==> src/rtl/signal_pkg.sv <==
// Shared constants and types for the signal-head lamp driver.
package signal_pkg;

  localparam logic [1:0] CODE_DARK    = 2'd0;
  localparam logic [1:0] CODE_GO      = 2'd1;
  localparam logic [1:0] CODE_CAUTION = 2'd2;
  localparam logic [1:0] CODE_STOP    = 2'd3;

  // Layout of one MIX byte inside the packed word.
  localparam int CODE_LSB  = 0;
  localparam int FLASH_BIT = 2;
  localparam int BYTE_W    = 6;

  typedef enum logic [2:0] {
    ST_DARK,
    ST_GO,
    ST_CAUTION,
    ST_STOP,
    ST_FORCED
  } head_state_t;

  // Plain (unforced) state that a lamp code asks for.
  function automatic head_state_t code_to_state(input logic [1:0] code);
    head_state_t st;
    case (code)
      CODE_GO:      st = ST_GO;
      CODE_CAUTION: st = ST_CAUTION;
      CODE_STOP:    st = ST_STOP;
      default:      st = ST_DARK;
    endcase
    return st;
  endfunction

endpackage

==> src/rtl/signal_heads_if.sv <==
// Bus between the MIX CPU side and the lamp-driver peripheral.
interface signal_heads_if
  import signal_pkg::*;
#(
  parameter int CHANNELS = 4
) ();

  logic [BYTE_W*CHANNELS-1:0] word;
  logic [3*CHANNELS-1:0]      lamp;
  logic [CHANNELS-1:0]        forcing;
  logic                       button;
  logic                       press;
  logic                       request;
  logic                       ack;

  modport master (
    output word, button, ack,
    input  lamp, forcing, press, request
  );

  modport slave (
    input  word, button, ack,
    output lamp, forcing, press, request
  );

endinterface

==> src/rtl/button_debounce.sv <==
// Push-button synchroniser and debouncer; emits a one-cycle pulse on each
// debounced rising edge.
module button_debounce #(
  parameter int DEBOUNCE = 250_000
) (
  input  logic clk,
  input  logic reset,
  input  logic button,
  output logic press
);

  localparam int DW = $clog2(DEBOUNCE + 1);
  localparam logic [DW-1:0] DB_TC = DW'(DEBOUNCE - 1);

  logic          sync1_q;
  logic          sync2_q;
  logic          level_q;
  logic [DW-1:0] cnt_q;

  // Synchronise, count consecutive samples that differ from the debounced
  // level, and flip the level once the run reaches DEBOUNCE samples.
  always_ff @(posedge clk or negedge reset) begin
    if (!reset) begin
      sync1_q <= 1'b0;
      sync2_q <= 1'b0;
      level_q <= 1'b0;
      cnt_q   <= '0;
      press   <= 1'b0;
    end else begin
      sync1_q <= button;
      sync2_q <= sync1_q;
      press   <= 1'b0;
      if (sync2_q == level_q) begin
        cnt_q <= '0;
      end else if (cnt_q == DB_TC) begin
        level_q <= sync2_q;
        cnt_q   <= '0;
        press   <= sync2_q;
      end else begin
        cnt_q <= cnt_q + 1'b1;
      end
    end
  end

endmodule

==> src/rtl/signal_heads.sv <==
// Lamp driver: per-channel head FSMs with enforced amber on vehicle heads,
// a shared blink divider and the debounced push-button request flag.
//
// state      | meaning
// ST_DARK    | all lamps off
// ST_GO      | green / walk
// ST_CAUTION | amber / don't-walk, may blink when flash is set
// ST_STOP    | red
// ST_FORCED  | vehicle head holding amber for MIN_AMBER cycles
module signal_heads
  import signal_pkg::*;
#(
  parameter int                  CHANNELS     = 4,
  parameter logic [CHANNELS-1:0] VEHICLE_MASK = 4'b0011,
  parameter int                  MIN_AMBER    = 3_000_000,
  parameter int                  BLINK_HALF   = 6_000_000,
  parameter int                  DEBOUNCE     = 250_000
) (
  input  logic          clk,
  input  logic          reset,
  signal_heads_if.slave bus
);

  localparam int AW = $clog2(MIN_AMBER + 1);
  localparam int BW = $clog2(BLINK_HALF + 1);
  localparam logic [AW-1:0] AMBER_LOAD = AW'(MIN_AMBER - 1);
  localparam logic [BW-1:0] BLINK_TC   = BW'(BLINK_HALF - 1);

  logic [BW-1:0] blink_cnt_q, blink_cnt_d;
  logic          blink_q, blink_d;
  logic          press_q;
  logic          request_q;

  // Next blink count and phase; the lamps are registered against the phase
  // that will be current after this edge so they stay in step with it.
  always_comb begin
    blink_cnt_d = blink_cnt_q + 1'b1;
    blink_d     = blink_q;
    if (blink_cnt_q == BLINK_TC) begin
      blink_cnt_d = '0;
      blink_d     = ~blink_q;
    end
  end

  // Blink divider register; the phase starts lit.
  always_ff @(posedge clk or negedge reset) begin
    if (!reset) begin
      blink_cnt_q <= '0;
      blink_q     <= 1'b1;
    end else begin
      blink_cnt_q <= blink_cnt_d;
      blink_q     <= blink_d;
    end
  end

  button_debounce #(
    .DEBOUNCE(DEBOUNCE)
  ) u_debounce (
    .clk   (clk),
    .reset (reset),
    .button(bus.button),
    .press (press_q)
  );

  // Sticky request: a press sets it and beats a simultaneous ack.
  always_ff @(posedge clk or negedge reset) begin
    if (!reset) request_q <= 1'b0;
    else        request_q <= press_q | (request_q & ~bus.ack);
  end

  assign bus.press   = press_q;
  assign bus.request = request_q;

  for (genvar k = 0; k < CHANNELS; k++) begin : g_ch
    localparam bit IS_VEHICLE = VEHICLE_MASK[k];

    logic [1:0]    code;
    logic          flash;
    logic          unused_hi;
    head_state_t   state_q, state_d;
    logic [AW-1:0] cnt_q, cnt_d;
    logic [2:0]    lamp_q, lamp_d;
    logic          forcing_q, forcing_d;

    assign code      = bus.word[k*BYTE_W + CODE_LSB +: 2];
    assign flash     = bus.word[k*BYTE_W + FLASH_BIT];
    assign unused_hi = ^bus.word[k*BYTE_W + 3 +: 3];

    // State, hold counter and registered lamp outputs.
    always_ff @(posedge clk or negedge reset) begin
      if (!reset) begin
        state_q   <= ST_DARK;
        cnt_q     <= '0;
        lamp_q    <= '0;
        forcing_q <= 1'b0;
      end else begin
        state_q   <= state_d;
        cnt_q     <= cnt_d;
        lamp_q    <= lamp_d;
        forcing_q <= forcing_d;
      end
    end

    // Follow the code, except a vehicle head leaving GO for STOP/DARK must
    // first hold amber; the code is only re-read when the hold expires.
    always_comb begin
      state_d = code_to_state(code);
      cnt_d   = cnt_q;
      case (state_q)
        ST_FORCED: begin
          if (cnt_q != '0) begin
            state_d = ST_FORCED;
            cnt_d   = cnt_q - 1'b1;
          end
        end
        ST_GO: begin
          if (IS_VEHICLE && (code == CODE_STOP || code == CODE_DARK)) begin
            state_d = ST_FORCED;
            cnt_d   = AMBER_LOAD;
          end
        end
        default: ;
      endcase
    end

    // Lamp decode of the next state; only plain CAUTION honours flash.
    always_comb begin
      lamp_d    = 3'b000;
      forcing_d = (state_d == ST_FORCED);
      case (state_d)
        ST_GO:      lamp_d = 3'b001;
        ST_CAUTION: lamp_d = {1'b0, ~flash | blink_d, 1'b0};
        ST_STOP:    lamp_d = 3'b100;
        ST_FORCED:  lamp_d = 3'b010;
        default:    lamp_d = 3'b000;
      endcase
    end

    assign bus.lamp[3*k +: 3] = lamp_q;
    assign bus.forcing[k]     = forcing_q;
  end

endmodule

==> src/flat_wrapper.sv <==
// flat-port wrapper written by rule: the top's interface ports become plain ports
module signal_heads_flat import signal_pkg::*;
#(
  parameter int                  CHANNELS     = 4,
  parameter logic [CHANNELS-1:0] VEHICLE_MASK = 4'b0011,
  parameter int                  MIN_AMBER    = 3_000_000,
  parameter int                  BLINK_HALF   = 6_000_000,
  parameter int                  DEBOUNCE     = 250_000
)
  (clk, reset, bus_word, bus_button, bus_ack, bus_lamp, bus_forcing, bus_press, bus_request);
  signal_heads_if #(.CHANNELS(CHANNELS)) bus_i ();
  input  logic clk;
  input  logic reset;
  input wire logic [$bits(bus_i.word)-1:0] bus_word;
  input wire logic [$bits(bus_i.button)-1:0] bus_button;
  input wire logic [$bits(bus_i.ack)-1:0] bus_ack;
  output wire logic [$bits(bus_i.lamp)-1:0] bus_lamp;
  output wire logic [$bits(bus_i.forcing)-1:0] bus_forcing;
  output wire logic [$bits(bus_i.press)-1:0] bus_press;
  output wire logic [$bits(bus_i.request)-1:0] bus_request;
  assign bus_i.word = bus_word;
  assign bus_i.button = bus_button;
  assign bus_i.ack = bus_ack;
  assign bus_lamp = bus_i.lamp;
  assign bus_forcing = bus_i.forcing;
  assign bus_press = bus_i.press;
  assign bus_request = bus_i.request;
  signal_heads #(.CHANNELS(CHANNELS), .VEHICLE_MASK(VEHICLE_MASK), .MIN_AMBER(MIN_AMBER), .BLINK_HALF(BLINK_HALF), .DEBOUNCE(DEBOUNCE)) u_core (.clk(clk), .reset(reset), .bus(bus_i));
endmodule
==> config.mk <==
export PLATFORM = sky130hd
export DESIGN_NAME = signal_heads_flat
export DESIGN_NICKNAME = d
export VERILOG_FILES = /design/src/rtl/signal_pkg.sv /design/src/rtl/signal_heads_if.sv /design/src/rtl/button_debounce.sv /design/src/rtl/signal_heads.sv /design/src/flat_wrapper.sv
export SDC_FILE = /design/constraint.sdc
export NUM_CORES = 1
export LEC_CHECK = 0
export CORE_MARGIN = 2
export CORE_UTILIZATION = 25
export DETAILED_ROUTE_END_ITERATION = 8
export GPL_TIMING_DRIVEN = 1
export PLACE_DENSITY = 0.43
export SLEW_MARGIN = 30
export SYNTH_ARGS = -nofsm -noshare
export SYNTH_HDL_FRONTEND = slang
export SYNTH_SLANG_ARGS = --single-unit
==> constraint.sdc <==
create_clock -name clk -period 4.5 [get_ports clk]
set_input_delay 0.45 -clock clk [delete_from_list [all_inputs] [get_ports clk]]
set_output_delay 0.45 -clock clk [all_outputs]
set_load 0.01 [all_outputs]
==> summary.txt, run 1 <==
Timing
  – Max Freq: 0.355 GHz
  – Max Slew Vio Count: 0
  – Tcrit/Tclk final: 0.627
  – RSZ-0062 raised after global routing: no
  – Clk_skew: 0.0109 ns
  – Measured slew at the worst slew-check pin: 0.878 ns
  – TNS Setup: 0 ns
  – Final hold vios: 0
  – # setup viols final: 0
  – Max_slew headroom: 0.409
  – Final min period: between 2 and 3 ns

Routing
  – Drt first pass iters: 7
  – DR WL met2: 7050 um
  – Detail Route met3 WL: approximately 470 um
  – Final WL: about 16000 um
  – Vias: 5530
  – DR DRC count: 0
  – Routed len/inst: 13.4 um
  – Routed Antenna Nets: 0
  – Drt initial violations: 279
  – Max Used Layer: met4
  – Routed met1 length: 8580 um
  – Via density per instance: 4.54

Yosys
  – Leading post-synthesis cells by cell area: dfrtp_1, xor2_1, xnor2_1
  – FFs w/ async S/R, synth: 1.00
  – Largest area contributor in the netlist: dfrtp_1
  – Avg Cell Area, Syn: 10.3 um^2
  – #FFs+latches synth: 163
  – Seq/Total Area, Yosys: 0.514
  – Net count after synthesis: 819
  – Mapped Area: ~7900 um^2
  – Most frequent cell after synthesis: dfrtp_1
  – Synth cell types: 56
  – Post-Synthesis Cells: 769
  – YS warnings: 0
  – Main synth FF type: dfrtp_1
  – Share of the synthesized area in the top cell type: 0.511
  – Most instantiated cells after synthesis: dfrtp_1, nor2_1, xor2_1
  – Post-synth EDFFs: 0

Flow run
  – Number of max-cap violations: 0

Clock tree
  – Clk buf depth: 2
  – Root Buffer: clkbuf_16
  – CTS tree: built
  – Clk_lat worst skew: 0.44 ns
  – Total setup buffers inserted after CTS: 0
  – Hold-fix buffers, CTS: 0
  – Clock transition at path regs: 0.07 ns
  – H-tree Lvls: 4
  – Num CTS Buffers: 17
  – Clock sink count: between 150 and 200
  – # resized after CTS: 0

Min path
  – HP Class: in -> async

Final layout
  – Core Util, Final: 0.297
  – Fin area: 9320 um^2
  – Layout cells sized above 1: 0.0735
  – Final net count: about 850
  – P&R area growth vs syn: 17.4%
  – Ant. Diodes: 0

Placement
  – Hpwl dp: 10900 um
  – Final Wtd Congestion: 0.713
  – I/O Buffers: 33
  – Dpl cell area: slightly below 9000 um^2

Worst setup path
  – Crit path max fanout: 9
  – Crit path DAT: 3.18 ns
  – WS Path Type: in -> reg
  – CP required: 4.86 ns
  – Reg2Reg Depth: 5
  – Worst Setup Start Kind: input port
  – CP Capture Type: flop

Pwr
  – Pwr dens: 375 nW/um^2
  – Sw power: 975 uW
  – P_int: 2.52 mW
  – IR drop worst, VDD: roughly 240 uV
  – Power share of the clock group: 0.410
  – Sw Share: 0.279
  – Leakage power: 3.96 nW
  – Comb power frac: 0.127
  – Sequential share of power: 0.463

Die
  – Core area: 31400 um^2
  – Standard-cell rows: between 60 and 70
  – Die area: ~33000 um^2
  – Initial Util: 0.253
  – Chip height: 182 um
  – Die Width: about 180 um
  – IO Pins: 46

Global route
  – Vias in the first global route: between 5000 and 6000
  – Largest net degree at the start of global routing: 94
  – Overflow left after global routing: 0
  – Global-route wire length before repair: 28200 um
  – Tot GR Track Use: 0.105
  – Antenna violations before repair: 0

Outcome
  – Status: completed
area by class of cell:
type	count	area (um^2)
clock inverter	13	124
sequential	163	4080
fill	3245	22100
clock buffer	19	453
tap	402	503
inverter	18	67.6
multi-input combinational	565	3710
timing repair buffer	38	382
worst max-delay path, stage by stage:
cell and delay (ns):
clkdlybuf4s50_1 0.53, inv_1 0.10, ha_1 0.31, or3b_2 0.51, a2111oi_0 0.50, o31ai_2 0.27, nor4_1 0.29, mux2i_1 0.23
metal layers:
metal  track usage  vias up
met3        0.0277       14
met2         0.156       55
met4        0.0332        0
met5             0        -
li1              -     2793
met1         0.149     2668
registers in the layout, summed over array words and instances, names as in the netlist:
register,count
u_core.blink_cnt_q,23
u_core.blink_q,1
u_core.bus.request,1
u_core.g_ch.cnt_q,88
u_core.g_ch.forcing_q,4
u_core.g_ch.lamp_q,12
u_core.g_ch.state_q,12
u_core.u_debounce.cnt_q,18
u_core.u_debounce.level_q,1
u_core.u_debounce.press,1
u_core.u_debounce.sync1_q,1
u_core.u_debounce.sync2_q,1
path summary, 6_finish.rpt:
path / from / end / slack [ns]
setup reg to reg: u_core.g_ch[1].cnt_q[8]$_DFFE_PN0P_ / u_core.g_ch[1].lamp_q[1]$_DFF_PN0_ / 1.71
max in group asynchronous: reset / u_core.g_ch[0].lamp_q[2]$_DFF_PN0_ / 3.53
setup / recovery: bus_word[6] / u_core.g_ch[1].cnt_q[15]$_DFFE_PN0P_ / 1.68
hold reg to reg: u_core.u_debounce.sync1_q$_DFF_PN0_ / u_core.u_debounce.sync2_q$_DFF_PN0_ / 0.36
min in group clk: u_core.u_debounce.sync1_q$_DFF_PN0_ / u_core.u_debounce.sync2_q$_DFF_PN0_ / 0.36
hold / removal: reset / u_core.u_debounce.cnt_q[8]$_DFF_PN0_ / 0.01
cells in the final DEF (no fill, tap or decap), types with 22 or more instances in the layout:
cell / count
nand3_1: 30
nor4_1: 23
xor2_1: 50
xnor2_1: 41
ha_1: 22
nand2_1: 48
nor2_1: 79
dfrtp_1: 162
clkdlybuf4s50_1: 32
nor3_1: 33
power by group through the flow:
| stage | combinational [mW] | clock (mW) | sequential, mW |
|---|---|---|---|
| 2_1_floorplan | 0.254 | 0 | 1.64 |
| 3_3_place_gp | 0.451 | 0 | 1.65 |
| 3_5_place_dp | 0.452 | 0 | 1.65 |
| 4_1_cts | 0.455 | 1.49 | 1.62 |
| 5_1_grt | 0.506 | 1.54 | 1.63 |
| 6_report | 0.446 | 1.43 | 1.62 |
kinds of logic after synthesis:
logic type / count (synthesis) / share of synthesized area
AOI/OAI and AO/OA: 79 / 0.0659
xor gates and xnor gates: 91 / 0.100
adders and majority gates: 22 / 0.0347
buffers and inverters: 41 / 0.0224
DFF: 163 / 0.514
muxes: 8 / 0.0102
and+or+nand+nor: 365 / 0.253
stage by stage:
| stage | hold WS (ns) | cells | power (mW) | setup WS, ns |
|---|---|---|---|---|
| after floorplan | 0.154 | 769 | 1.89 | 1.90 |
| after global placement | 0.332 | 1186 | 2.10 | 1.24 |
| after detailed placement | 0.356 | 1186 | 2.10 | 1.21 |
| after CTS | 0.0320 | 1218 | 3.57 | 1.39 |
| after global routing | 0.0443 | 1218 | 3.68 | 1.46 |
| final | 0.0132 | 1218 | 3.50 | 1.68 |
No activity file was read; power rests on OpenSTA's default activity.
==> run 2: changes to the inputs <==
==> constraint.sdc (replaced) <==
create_clock -name clk -period 2.85 [get_ports clk]
set_input_delay 0.285 -clock clk [delete_from_list [all_inputs] [get_ports clk]]
set_output_delay 0.285 -clock clk [all_outputs]
set_load 0.01 [all_outputs]
==> run 2 against run 1 <==
Sequential cell count stayed put. Sequential power is 58% higher. Final cell count is 2.9% higher. Sequential share of layout area is 1.4 points lower. Count of clock-buffer cells in the layout is 1 higher. Via count is 2.5% higher. Register-to-register slack worse by 1.6 ns. Clock power is 69% higher. Non-clock buffer count is 35 higher. Core utilization is 1.0 points higher. First-iteration DRC count is 28% higher.
==> summary.txt, run 2 (same netlist as run 1, synthesis figures left out) <==
Global route
  – Global-route wire length before repair: 28700 um (+2.0%)
  – Overflow left after global routing: 0 (unchanged)
  – Vias in the first global route: 5731 (+2.2%)
  – Busiest grt layer: met2
  – Tot GR Track Use: 0.106 (+0.00119)
  – Met2 GRT Util: 0.162 (+0.00641)
  – Global Route met1 Usage: 0.150 (+0.00127)
  – Largest net degree at the start of global routing: 59 (-37%)
  – Met3 usage: 0.0231 (-0.00459)
  – Antenna violations before repair: 0 (unchanged)

Pwr
  – P_int: 4.22 mW (+67%)
  – Sequential share of power: 0.447 (-0.016)
  – Sw power: 1.50 mW (+54%)
  – Sw Share: 0.262 (-0.0163)
  – Power share of the clock group: 0.420 (+0.010)
  – Comb power frac: 0.132 (+0.005)
  – Leakage power: 4.16 nW (+4.9%)
  – Pwr dens: 594 nW/um^2 (+58%)
  – IR drop worst, VDD: 320 uV (+35%)

Timing
  – Final min period: approximately 2.8 ns
  – Max_slew headroom: 0.503 (+0.0936)
  – # setup viols final: 0 (unchanged)
  – Max Slew Vio Count: 0 (unchanged)
  – Final hold vios: 0 (unchanged)
  – Measured slew at the worst slew-check pin: 0.739 ns (-0.139 ns)
  – RSZ-0062 raised after global routing: no
  – Max Freq: 0.360 GHz
  – Clk_skew: 0.0102 ns (-0.000655 ns)
  – TNS Setup: 0 ns (unchanged)
  – Fin worst setup slack: 0.0754 ns (-1.60 ns)
  – Tcrit/Tclk final: 0.974

Worst setup path
  – Crit path DAT: 3.12 ns (-0.06 ns)
  – Worst Setup Start Kind: flop
  – Worst R2R Setup Slack: 0.08 ns (-1.63 ns)
  – WS Path Type: reg -> reg
  – Crit path max fanout: 10 (+1)
  – RR Startpoint: u_core.g_ch[1].cnt_q[9]$_DFFE_PN0P_
  – CP Capture Type: flop
  – CP required: 3.20 ns (-1.66 ns)
  – Reg-to-reg endpoint: u_core.g_ch[1].cnt_q[20]$_DFFE_PN0P_
  – Reg2Reg Depth: 6 (+1)

Final layout
  – Fin area: 9640 um^2 (+3.4%)
  – Commonest non-fill, non-tap cell in the layout: dfrtp_1
  – Top reg by flops: u_core.g_ch.cnt_q
  – Final net count: 888 (+4.1%)
  – P&R area growth vs syn: 21.4%
  – Fillers: 3266 (+0.65%)
  – Cell Count, Final, Fillers Out: 1253 (+2.9%)
  – Layout cells sized above 1: 0.107 (+0.0334)
  – Largest regs: u_core.g_ch.cnt_q (88), u_core.blink_cnt_q (23), u_core.u_debounce.cnt_q (18)
  – Commonest non-fill, non-tap cells in the layout: dfrtp_1, nor2_1, xor2_1
  – Ant. Diodes: 0 (unchanged)
  – Max reg flops: 88 (unchanged)

Routing
  – Routed len/inst: 13.3 um (-0.68%)
  – Drt first pass iters: 7 (unchanged)
  – Final WL: 16600 um (+2.2%)
  – Via density per instance: 4.52 (-0.37%)
  – Routed Antenna Nets: 0 (unchanged)
  – DR DRC count: 0 (unchanged)
  – Drt initial violations: 357 (+28%)
  – Vias: 5668 (+2.5%)

Die
  – Chip height: 182 um (unchanged)
  – Die area: 33200 um^2 (unchanged)
  – Initial Util: 0.253 (unchanged)
  – Die Width: 182 um (unchanged)
  – IO Pins: 46 (unchanged)
  – Core area: 31400 um^2 (unchanged)
  – Standard-cell rows: 65 (unchanged)

Outcome
  – Status: completed

Placement
  – Dpl cell area: 8990 um^2 (+3.0%)
  – Final Wtd Congestion: 0.721 (+1.1%)
  – Hpwl dp: 11500 um (+5.7%)
  – I/O Buffers: 33 (unchanged)
  – Dpl cells: 1220 (+2.9%)
  – Pre-CTS setup slack: -0.122 ns (-1.34 ns)

Min path
  – Hold EP: u_core.u_debounce.sync1_q$_DFF_PN0_
  – Hold_sp: bus_button
  – HP Class: in -> reg
  – WHS Path Cells: 1

Clock tree
  – Clock sink count: 163 (unchanged)
  – CTS tree: built
  – H-tree Lvls: 4 (unchanged)
  – Root Buffer: clkbuf_16
  – Clk buf depth: 2 (unchanged)
  – Num CTS Buffers: 17 (unchanged)
  – Clock transition at path regs: 0.07 ns (about the same)
  – Clk_lat worst skew: 0.42 ns (-0.02 ns)

Flow run
  – Number of max-cap violations: 0 (unchanged)
[run 2: worst max-delay path by stage]
stage | from | end | slack (ns)
after floorplan | u_core.g_ch[1].cnt_q[8]$_DFFE_PN0P_ | u_core.g_ch[1].cnt_q[20]$_DFFE_PN0P_ | 0.25
after global placement | bus_word[6] | u_core.g_ch[1].cnt_q[13]$_DFFE_PN0P_ | -0.09
after detailed placement | bus_word[6] | u_core.g_ch[1].cnt_q[21]$_DFFE_PN0P_ | -0.12
after CTS | u_core.g_ch[1].cnt_q[9]$_DFFE_PN0P_ | u_core.g_ch[1].cnt_q[20]$_DFFE_PN0P_ | 0.07
after global routing | u_core.g_ch[1].cnt_q[9]$_DFFE_PN0P_ | u_core.g_ch[1].cnt_q[19]$_DFFE_PN0P_ | 0.02
final | u_core.g_ch[1].cnt_q[9]$_DFFE_PN0P_ | u_core.g_ch[1].cnt_q[20]$_DFFE_PN0P_ | 0.08
[run 2: per-stage QoR]
| stage | util | hold slack (ns) | power, mW |
|---|---|---|---|
| 6_report | 0.307 | 0.325 | 5.72 |
| 5_1_grt | 0.307 | 0.316 | 6.02 |
| 4_1_cts | 0.307 | 0.302 | 5.83 |
| 3_5_place_dp | 0.286 | 0.294 | 3.36 |
| 3_3_place_gp | 0.286 | 0.296 | 3.36 |
| 2_1_floorplan | - | -0.0106 | 2.99 |
[run 2: power by group through the flow]
stage	Combinational (mW)	Sequential [mW]	Clock [mW]
2_1_floorplan	0.401	2.58	0
3_3_place_gp	0.759	2.60	0
3_5_place_dp	0.762	2.60	0
4_1_cts	0.768	2.56	2.50
5_1_grt	0.855	2.58	2.59
6_report	0.757	2.56	2.41
[run 2: critical path, cell delays in order, from the launching register on]
cell	delay (ns)
dfrtp_1	0.42
or4_4	0.53
or4_4	0.53
buf_4	0.20
or3_4	0.36
or4_1	0.50
a21oi_1	0.16
[run 2: final cells by class]
class / count / area, um^2 / area share
sequential: 163 / 4080 / 0.423
multi-input combinational: 565 / 3710 / 0.385
timing repair buffer: 73 / 659 / 0.0684
tap: 402 / 503 / 0.0522
clock buffer: 20 / 467 / 0.0484
clock inverter: 12 / 154 / 0.0160
inverter: 18 / 67.6 / 0.00701
[run 2: layer usage]
layer	share of wire	vias to the layer above
li1	-	2856
met1	0.52	2736
met2	0.44	67
met3	0.030	9
met4	0.0089	0
met5	0	-
[run 2: what timing repair did]
action	CTS	global route
pin swaps	0	0
resized for setup	1	2
hold buffers	1	0
endpoints found under the hold margin	51	0
setup endpoints to repair	3	4
setup buffers	0	0
==> run 3: changes to the inputs <==
--- a/config.mk
+++ b/config.mk
@@ -7,6 +7,7 @@
 export LEC_CHECK = 0
 export CORE_MARGIN = 2
 export CORE_UTILIZATION = 25
+export CTS_CLUSTER_SIZE = 14
 export DETAILED_ROUTE_END_ITERATION = 8
 export GPL_TIMING_DRIVEN = 1
 export PLACE_DENSITY = 0.43
==> results of run 3 <==
Same layout as run 2: the final DEF is identical, and so are final timing and power.
